File: src/rtl/if_id_buffer_if.sv
// rtl/if_id_buffer_if.sv - fetch/decode handshake bundle for the IF/ID queue
interface if_id_buffer_if #(
    parameter int ADDR_W = 32,
    parameter int INST_W = 32,
    parameter int DEPTH  = 2
) ();
    localparam int CNT_W = $clog2(DEPTH + 1);

    logic              flush_i;
    logic              if_valid_i;
    logic [ADDR_W-1:0] if_pc_i;
    logic [INST_W-1:0] if_inst_i;
    logic              if_ready_o;
    logic              id_valid_o;
    logic              id_ready_i;
    logic [ADDR_W-1:0] id_pc_o;
    logic [INST_W-1:0] id_inst_o;
    logic [CNT_W-1:0]  count_o;

    // Pipeline control side: drives fetch data, decode ready and redirect flush
    modport master (
        output flush_i, if_valid_i, if_pc_i, if_inst_i, id_ready_i,
        input  if_ready_o, id_valid_o, id_pc_o, id_inst_o, count_o
    );

    // The buffer itself
    modport slave (
        input  flush_i, if_valid_i, if_pc_i, if_inst_i, id_ready_i,
        output if_ready_o, id_valid_o, id_pc_o, id_inst_o, count_o
    );
endinterface

File: src/rtl/if_id_buffer.sv
// rtl/if_id_buffer.sv - DEPTH-entry fetch-to-decode queue with flush and NOP bubbles
module if_id_buffer #(
    parameter int                 ADDR_W   = 32,
    parameter int                 INST_W   = 32,
    parameter int                 DEPTH    = 2,
    parameter logic [ADDR_W-1:0]  NOP_ADDR = '0,
    parameter logic [INST_W-1:0]  NOP_INST = 32'h00000013
) (
    input  logic          clk,
    input  logic          rst,
    if_id_buffer_if.slave bus
);
    localparam int PTR_W = (DEPTH > 1) ? $clog2(DEPTH) : 1;
    localparam int CNT_W = $clog2(DEPTH + 1);
    localparam logic [CNT_W-1:0] FULL_CNT  = CNT_W'(DEPTH);
    localparam logic [CNT_W-1:0] EMPTY_CNT = '0;

    // Registered state
    logic [ADDR_W-1:0] pc_q   [DEPTH];
    logic [INST_W-1:0] inst_q [DEPTH];
    logic [PTR_W-1:0]  wr_ptr_q;
    logic [PTR_W-1:0]  rd_ptr_q;
    logic [CNT_W-1:0]  count_q;

    // Next-state values
    logic [ADDR_W-1:0] pc_d   [DEPTH];
    logic [INST_W-1:0] inst_d [DEPTH];
    logic [PTR_W-1:0]  wr_ptr_d;
    logic [PTR_W-1:0]  rd_ptr_d;
    logic [CNT_W-1:0]  count_d;

    // Handshake qualifiers, all derived from registered occupancy
    logic not_full;
    logic not_empty;
    logic push;
    logic pop;

    // Occupancy flags and the accepted transfers for this cycle
    always_comb begin
        not_full  = (count_q != FULL_CNT);
        not_empty = (count_q != EMPTY_CNT);
        push      = bus.if_valid_i & not_full;
        pop       = not_empty & bus.id_ready_i;
    end

    // Storage write: only the slot under wr_ptr changes on an accepted push.
    // A flush leaves contents alone since count/pointers make them unreachable.
    always_comb begin
        pc_d   = pc_q;
        inst_d = inst_q;
        if (push && !bus.flush_i) begin
            pc_d[wr_ptr_q]   = bus.if_pc_i;
            inst_d[wr_ptr_q] = bus.if_inst_i;
        end
    end

    // Pointer and count update; flush discards any same-cycle push/pop.
    // Pointers wrap naturally because DEPTH is a power of two.
    always_comb begin
        wr_ptr_d = wr_ptr_q;
        rd_ptr_d = rd_ptr_q;
        count_d  = count_q;
        if (bus.flush_i) begin
            wr_ptr_d = '0;
            rd_ptr_d = '0;
            count_d  = '0;
        end else begin
            if (push) begin
                wr_ptr_d = wr_ptr_q + 1'b1;
            end
            if (pop) begin
                rd_ptr_d = rd_ptr_q + 1'b1;
            end
            if (push && !pop) begin
                count_d = count_q + 1'b1;
            end else if (pop && !push) begin
                count_d = count_q - 1'b1;
            end
        end
    end

    // Control state register with synchronous reset
    always_ff @(posedge clk) begin
        if (rst) begin
            wr_ptr_q <= '0;
            rd_ptr_q <= '0;
            count_q  <= '0;
        end else begin
            wr_ptr_q <= wr_ptr_d;
            rd_ptr_q <= rd_ptr_d;
            count_q  <= count_d;
        end
    end

    // Entry storage, no reset needed since empty state masks it
    always_ff @(posedge clk) begin
        pc_q   <= pc_d;
        inst_q <= inst_d;
    end

    // Decode-side view: head entry when occupied, otherwise a NOP bubble
    always_comb begin
        bus.if_ready_o = not_full;
        bus.id_valid_o = not_empty;
        bus.count_o    = count_q;
        if (not_empty) begin
            bus.id_pc_o   = pc_q[rd_ptr_q];
            bus.id_inst_o = inst_q[rd_ptr_q];
        end else begin
            bus.id_pc_o   = NOP_ADDR;
            bus.id_inst_o = NOP_INST;
        end
    end
endmodule

File: src/flat_wrapper.sv
// flat-port wrapper written by rule: the top's interface ports become plain ports
module if_id_buffer_flat 
#(
    parameter int                 ADDR_W   = 32,
    parameter int                 INST_W   = 32,
    parameter int                 DEPTH    = 2,
    parameter logic [ADDR_W-1:0]  NOP_ADDR = '0,
    parameter logic [INST_W-1:0]  NOP_INST = 32'h00000013
)
  (clk, rst, bus_flush_i, bus_if_valid_i, bus_if_pc_i, bus_if_inst_i, bus_id_ready_i, bus_if_ready_o, bus_id_valid_o, bus_id_pc_o, bus_id_inst_o, bus_count_o);
  if_id_buffer_if #(.ADDR_W(ADDR_W), .INST_W(INST_W), .DEPTH(DEPTH)) bus_i ();
  input  logic clk;
  input  logic rst;
  input wire logic [$bits(bus_i.flush_i)-1:0] bus_flush_i;
  input wire logic [$bits(bus_i.if_valid_i)-1:0] bus_if_valid_i;
  input wire logic [$bits(bus_i.if_pc_i)-1:0] bus_if_pc_i;
  input wire logic [$bits(bus_i.if_inst_i)-1:0] bus_if_inst_i;
  input wire logic [$bits(bus_i.id_ready_i)-1:0] bus_id_ready_i;
  output wire logic [$bits(bus_i.if_ready_o)-1:0] bus_if_ready_o;
  output wire logic [$bits(bus_i.id_valid_o)-1:0] bus_id_valid_o;
  output wire logic [$bits(bus_i.id_pc_o)-1:0] bus_id_pc_o;
  output wire logic [$bits(bus_i.id_inst_o)-1:0] bus_id_inst_o;
  output wire logic [$bits(bus_i.count_o)-1:0] bus_count_o;
  assign bus_i.flush_i = bus_flush_i;
  assign bus_i.if_valid_i = bus_if_valid_i;
  assign bus_i.if_pc_i = bus_if_pc_i;
  assign bus_i.if_inst_i = bus_if_inst_i;
  assign bus_i.id_ready_i = bus_id_ready_i;
  assign bus_if_ready_o = bus_i.if_ready_o;
  assign bus_id_valid_o = bus_i.id_valid_o;
  assign bus_id_pc_o = bus_i.id_pc_o;
  assign bus_id_inst_o = bus_i.id_inst_o;
  assign bus_count_o = bus_i.count_o;
  if_id_buffer #(.ADDR_W(ADDR_W), .INST_W(INST_W), .DEPTH(DEPTH), .NOP_ADDR(NOP_ADDR), .NOP_INST(NOP_INST)) u_core (.clk(clk), .rst(rst), .bus(bus_i));
endmodule
File: config.mk
export PLATFORM = sky130hd
export DESIGN_NAME = if_id_buffer_flat
export DESIGN_NICKNAME = d
export VERILOG_FILES = /design/src/rtl/if_id_buffer_if.sv /design/src/rtl/if_id_buffer.sv /design/src/flat_wrapper.sv
export SDC_FILE = /design/constraint.sdc
export NUM_CORES = 1
export LEC_CHECK = 0
export ABC_AREA = 1
export BUFFER_PORTS_ARGS = -buffer_cell sky130_fd_sc_hd__buf_2
export CORE_UTILIZATION = 25
export CTS_CLUSTER_DIAMETER = 60
export DETAILED_ROUTE_END_ITERATION = 10
export GPL_ROUTABILITY_DRIVEN = 0
export HOLD_SLACK_MARGIN = 0.05
export PLACE_DENSITY = 0.42
export SYNTH_ARGS = -nofsm -noshare
export SYNTH_HDL_FRONTEND = slang
export SYNTH_SLANG_ARGS = --single-unit
File: constraint.sdc
create_clock -name clk -period 6.2 [get_ports clk]
set_clock_uncertainty 0.15 [all_clocks]
set_input_delay 0.93 -clock clk [delete_from_list [all_inputs] [get_ports clk]]
set_output_delay 0.93 -clock clk [all_outputs]
set_load 0.01 [all_outputs]
==> flow_summary.yaml <==
final_layout:
  final_cell_count_no_fill: 797
  synthToLayoutAreaGrowth_pct: 30.3
  multi_input_area_um2: 935
  final_nets: 588
  final_core_util: 0.334
  regArea_mm2: 0.00393
  drive_above_1_share: 0.339
  finish.instance_area_mm2: 0.00653
  nFillCells: 2018
power:
  p_leak_nw: 2.59
  power.total_mw: 2.16
  seqPwrFrac: 0.473
  intPower_mw: 1.66
  irDropWorstVdd_v: 0.000185
  clkPwrFrac: 0.444
  p_switching_mw: 0.494
  powerDensity_mw_per_mm2: 330
  p_sw_frac: 0.229
  combPwrFrac: 0.082
cts:
  cts_setup_buffers: 0
  cts.sinks: 132
  root_buffer: "clkbuf_16"
  ctsResizeCount: 0
  clkTransAtPathRegs_ns: 0.06
  clk_latency_ns: 0.41
  numCtsBuffers: 17
  cts_tree: "done"
  clockBufferDepth: 2
  cts_hold_buf: 0
  htree_levels: 4
place:
  dpl.cell_count: 764
  dp_slack_ns: 2.88
  port_buffers: 136
  place_area_mm2: 0.00596
  dpl.hpwl_mm: 6.97
synthesis:
  synth_common_cells: "133 x nand2_1, 128 x edfxtp_1, 62 x a21oi_1"
  syn-num-nets: 446
  synth_cell_type_count: 19
  synth.most_common_cell: "nand2_1"
  synth_area_leaders: "edfxtp_1 77%, nand2_1 10%, a21oi_1 6.2%"
  syn_area_mm2: 0.00501
  yosys_warnings: 0
  synth-async-reset-ratio: 0
  ys_ff_latch: 132
  netlist_instances: 376
  synth_top_area_share: 0.767
  ys_seq_area_frac: 0.783
  ys.flop_type: "edfxtp_1"
  synth-edff-count: 128
  synth_area_leader_cell: "edfxtp_1"
  syn_avg_cell_area_um2: 13.3
min_path:
  hold_path_class: "flop to flop"
  worstHoldStart: "u_core.wr_ptr_q$_SDFFE_PP0P_"
routing:
  vias: 3283
  wl_per_cell_um: 14.7
  wirelength_mm: 11.7
  drt_iter0_markers: 176
  drc: 0
  drt-pass1-iter-count: 4
  viasPerCell: 4.12
  postRouteAntennaNets: 0
critical_path:
  path_depth: 6
  crit_end: "bus_id_inst_o[7]"
  critical_path.max_fanout: 66
  rr_worst_depth: 10
  ff2ff_setup_slack_ns: 4.01
  worstReg2RegStart: "u_core.bus.count_o[1]$_SDFFE_PP0P_"
  path_buf_inv: 4
  timing.rr.end: "u_core.bus.count_o[1]$_SDFFE_PP0P_"
  critPathKind: "flop to output pin"
  cpMostUsedCell: "buf_4"
  crit_slowest_cell: "buf_4"
  worstSetupStartpoint: "u_core.rd_ptr_q$_SDFFE_PP0P_"
  endpoint_kind: "output pin"
  cp_slowest_stage_delay_ns: 0.57
  critical_path.top_delay_family: "buffers and inverters"
  start_kind: "flop"
  crit_required_ns: 5.12
  path_cells: "buf_4 > inv_2 > buf_4 > nand2_1 > a21oi_1 > buf_2"
  worstPathArrival_ns: 2.57
flow_run:
  maxCapViolCount: 0
sta:
  fmax_mhz: 274
  finalHoldViolations: 0
  fin_ws_ns: 2.55
  finalSetupViolCount: 0
  rsz0062_at_grt: "false"
  tightest_slew_ns: 0.802
  period_needed_ns: 3.65
  min_period_over_period: 0.588
  setup_tns_ns: 0
  slew_headroom: 0.465
  holdWs_ns: 0.368
  drv_slew: 0
die:
  boundaryPins: 137
  die_h_um: 144
  dieArea_mm2: 0.0206
  start_util: 0.257
  core_area_mm2: 0.0195
  rows: 51
  die_w_um: 144
global_routing:
  grt_usage: 0.119
  grt_max_degree: 67
  overflow: 0
  antenna_found_initial: 0
  grt_pass1_vias: 3292
  grt_first_pass_wirelength_mm: 17.6
run_status:
  status: "finished clean"
-- routing by layer --
layer | track usage | routed length, um | vias to the layer above
li1 | - | - | 1610
met1 | 0.136 | 5170 | 1571
met2 | 0.200 | 5690 | 89
met3 | 0.0377 | 653 | 13
met4 | 0.0610 | 218 | 0
met5 | 0 | 0 | -
-- kinds of logic (layout without fill, tap and decap cells) --
kind of cell	count (synthesis)	count (layout)	synth area share
adders and majority gates	1	1	0.00250
and+or+nand+nor	149	149	0.116
xor gates and xnor gates	1	1	0.00175
buffers and inverters	29	184	0.0322
AOI/OAI and AO/OA	64	64	0.0639
other	0	1	0
DFF	132	132	0.783
-- placed cells by master, fill, tap and decap left out, types with 2 or more instances in the layout --
master,count
clkinv_2,4
clkinvlp_4,2
nand2_1,133
a21oi_1,62
nand3_1,4
buf_4,7
clkinv_4,3
bufinv_16,2
edfxtp_1,128
clkinv_1,2
dfxtp_1,3
nand2_2,2
buf_2,136
nor2_1,5
inv_2,2
clkbuf_16,17
inv_1,7
nor3_2,2
-- layout make-up --
type,instances,area share
clock buffers,18,0.0657
well taps,265,0.0508
repair buffers,143,0.112
multi-input cells,215,0.143
flip-flops and latches,132,0.601
diodes,1,0.000383
inverters,9,0.00518
clock inverters,14,0.0211
-- worst min path at each step --
stage	end	slack [ns]	cells past startpoint
2_1_floorplan	u_core.wr_ptr_q$_SDFFE_PP0P_	0.33	2
3_3_place_gp	u_core.wr_ptr_q$_SDFFE_PP0P_	0.36	2
3_5_place_dp	u_core.wr_ptr_q$_SDFFE_PP0P_	0.36	2
4_1_cts	u_core.wr_ptr_q$_SDFFE_PP0P_	0.37	2
5_1_grt	u_core.wr_ptr_q$_SDFFE_PP0P_	0.40	2
6_report	u_core.wr_ptr_q$_SDFFE_PP0P_	0.37	2
-- tightest hold or removal path, delay by kind of cell, from the launching register on --
kind,cells,cell delay (ns)
DFF,1,0.33
and+or+nand+nor,2,0.15
-- power groups by stage --
| stage | clock network, mW | registers [mW] | logic, mW |
|---|---|---|---|
| after floorplan | 0 | 1.04 | 0.0946 |
| after CTS | 0.987 | 1.02 | 0.184 |
| after global placement | 0 | 1.04 | 0.181 |
| after global routing | 1.02 | 1.02 | 0.200 |
| final | 0.958 | 1.02 | 0.178 |
| after detailed placement | 0 | 1.04 | 0.183 |
-- flip-flops by register name, indices dropped and copies added (netlist names) --
| signal | flops |
|---|---|
| u_core.rd_ptr_q | 1 |
| u_core.wr_ptr_q | 1 |
| u_core.bus.count_o | 2 |
| u_core.inst_q | 64 |
| u_core.pc_q | 64 |
Power figures use the tool's default switching activity.
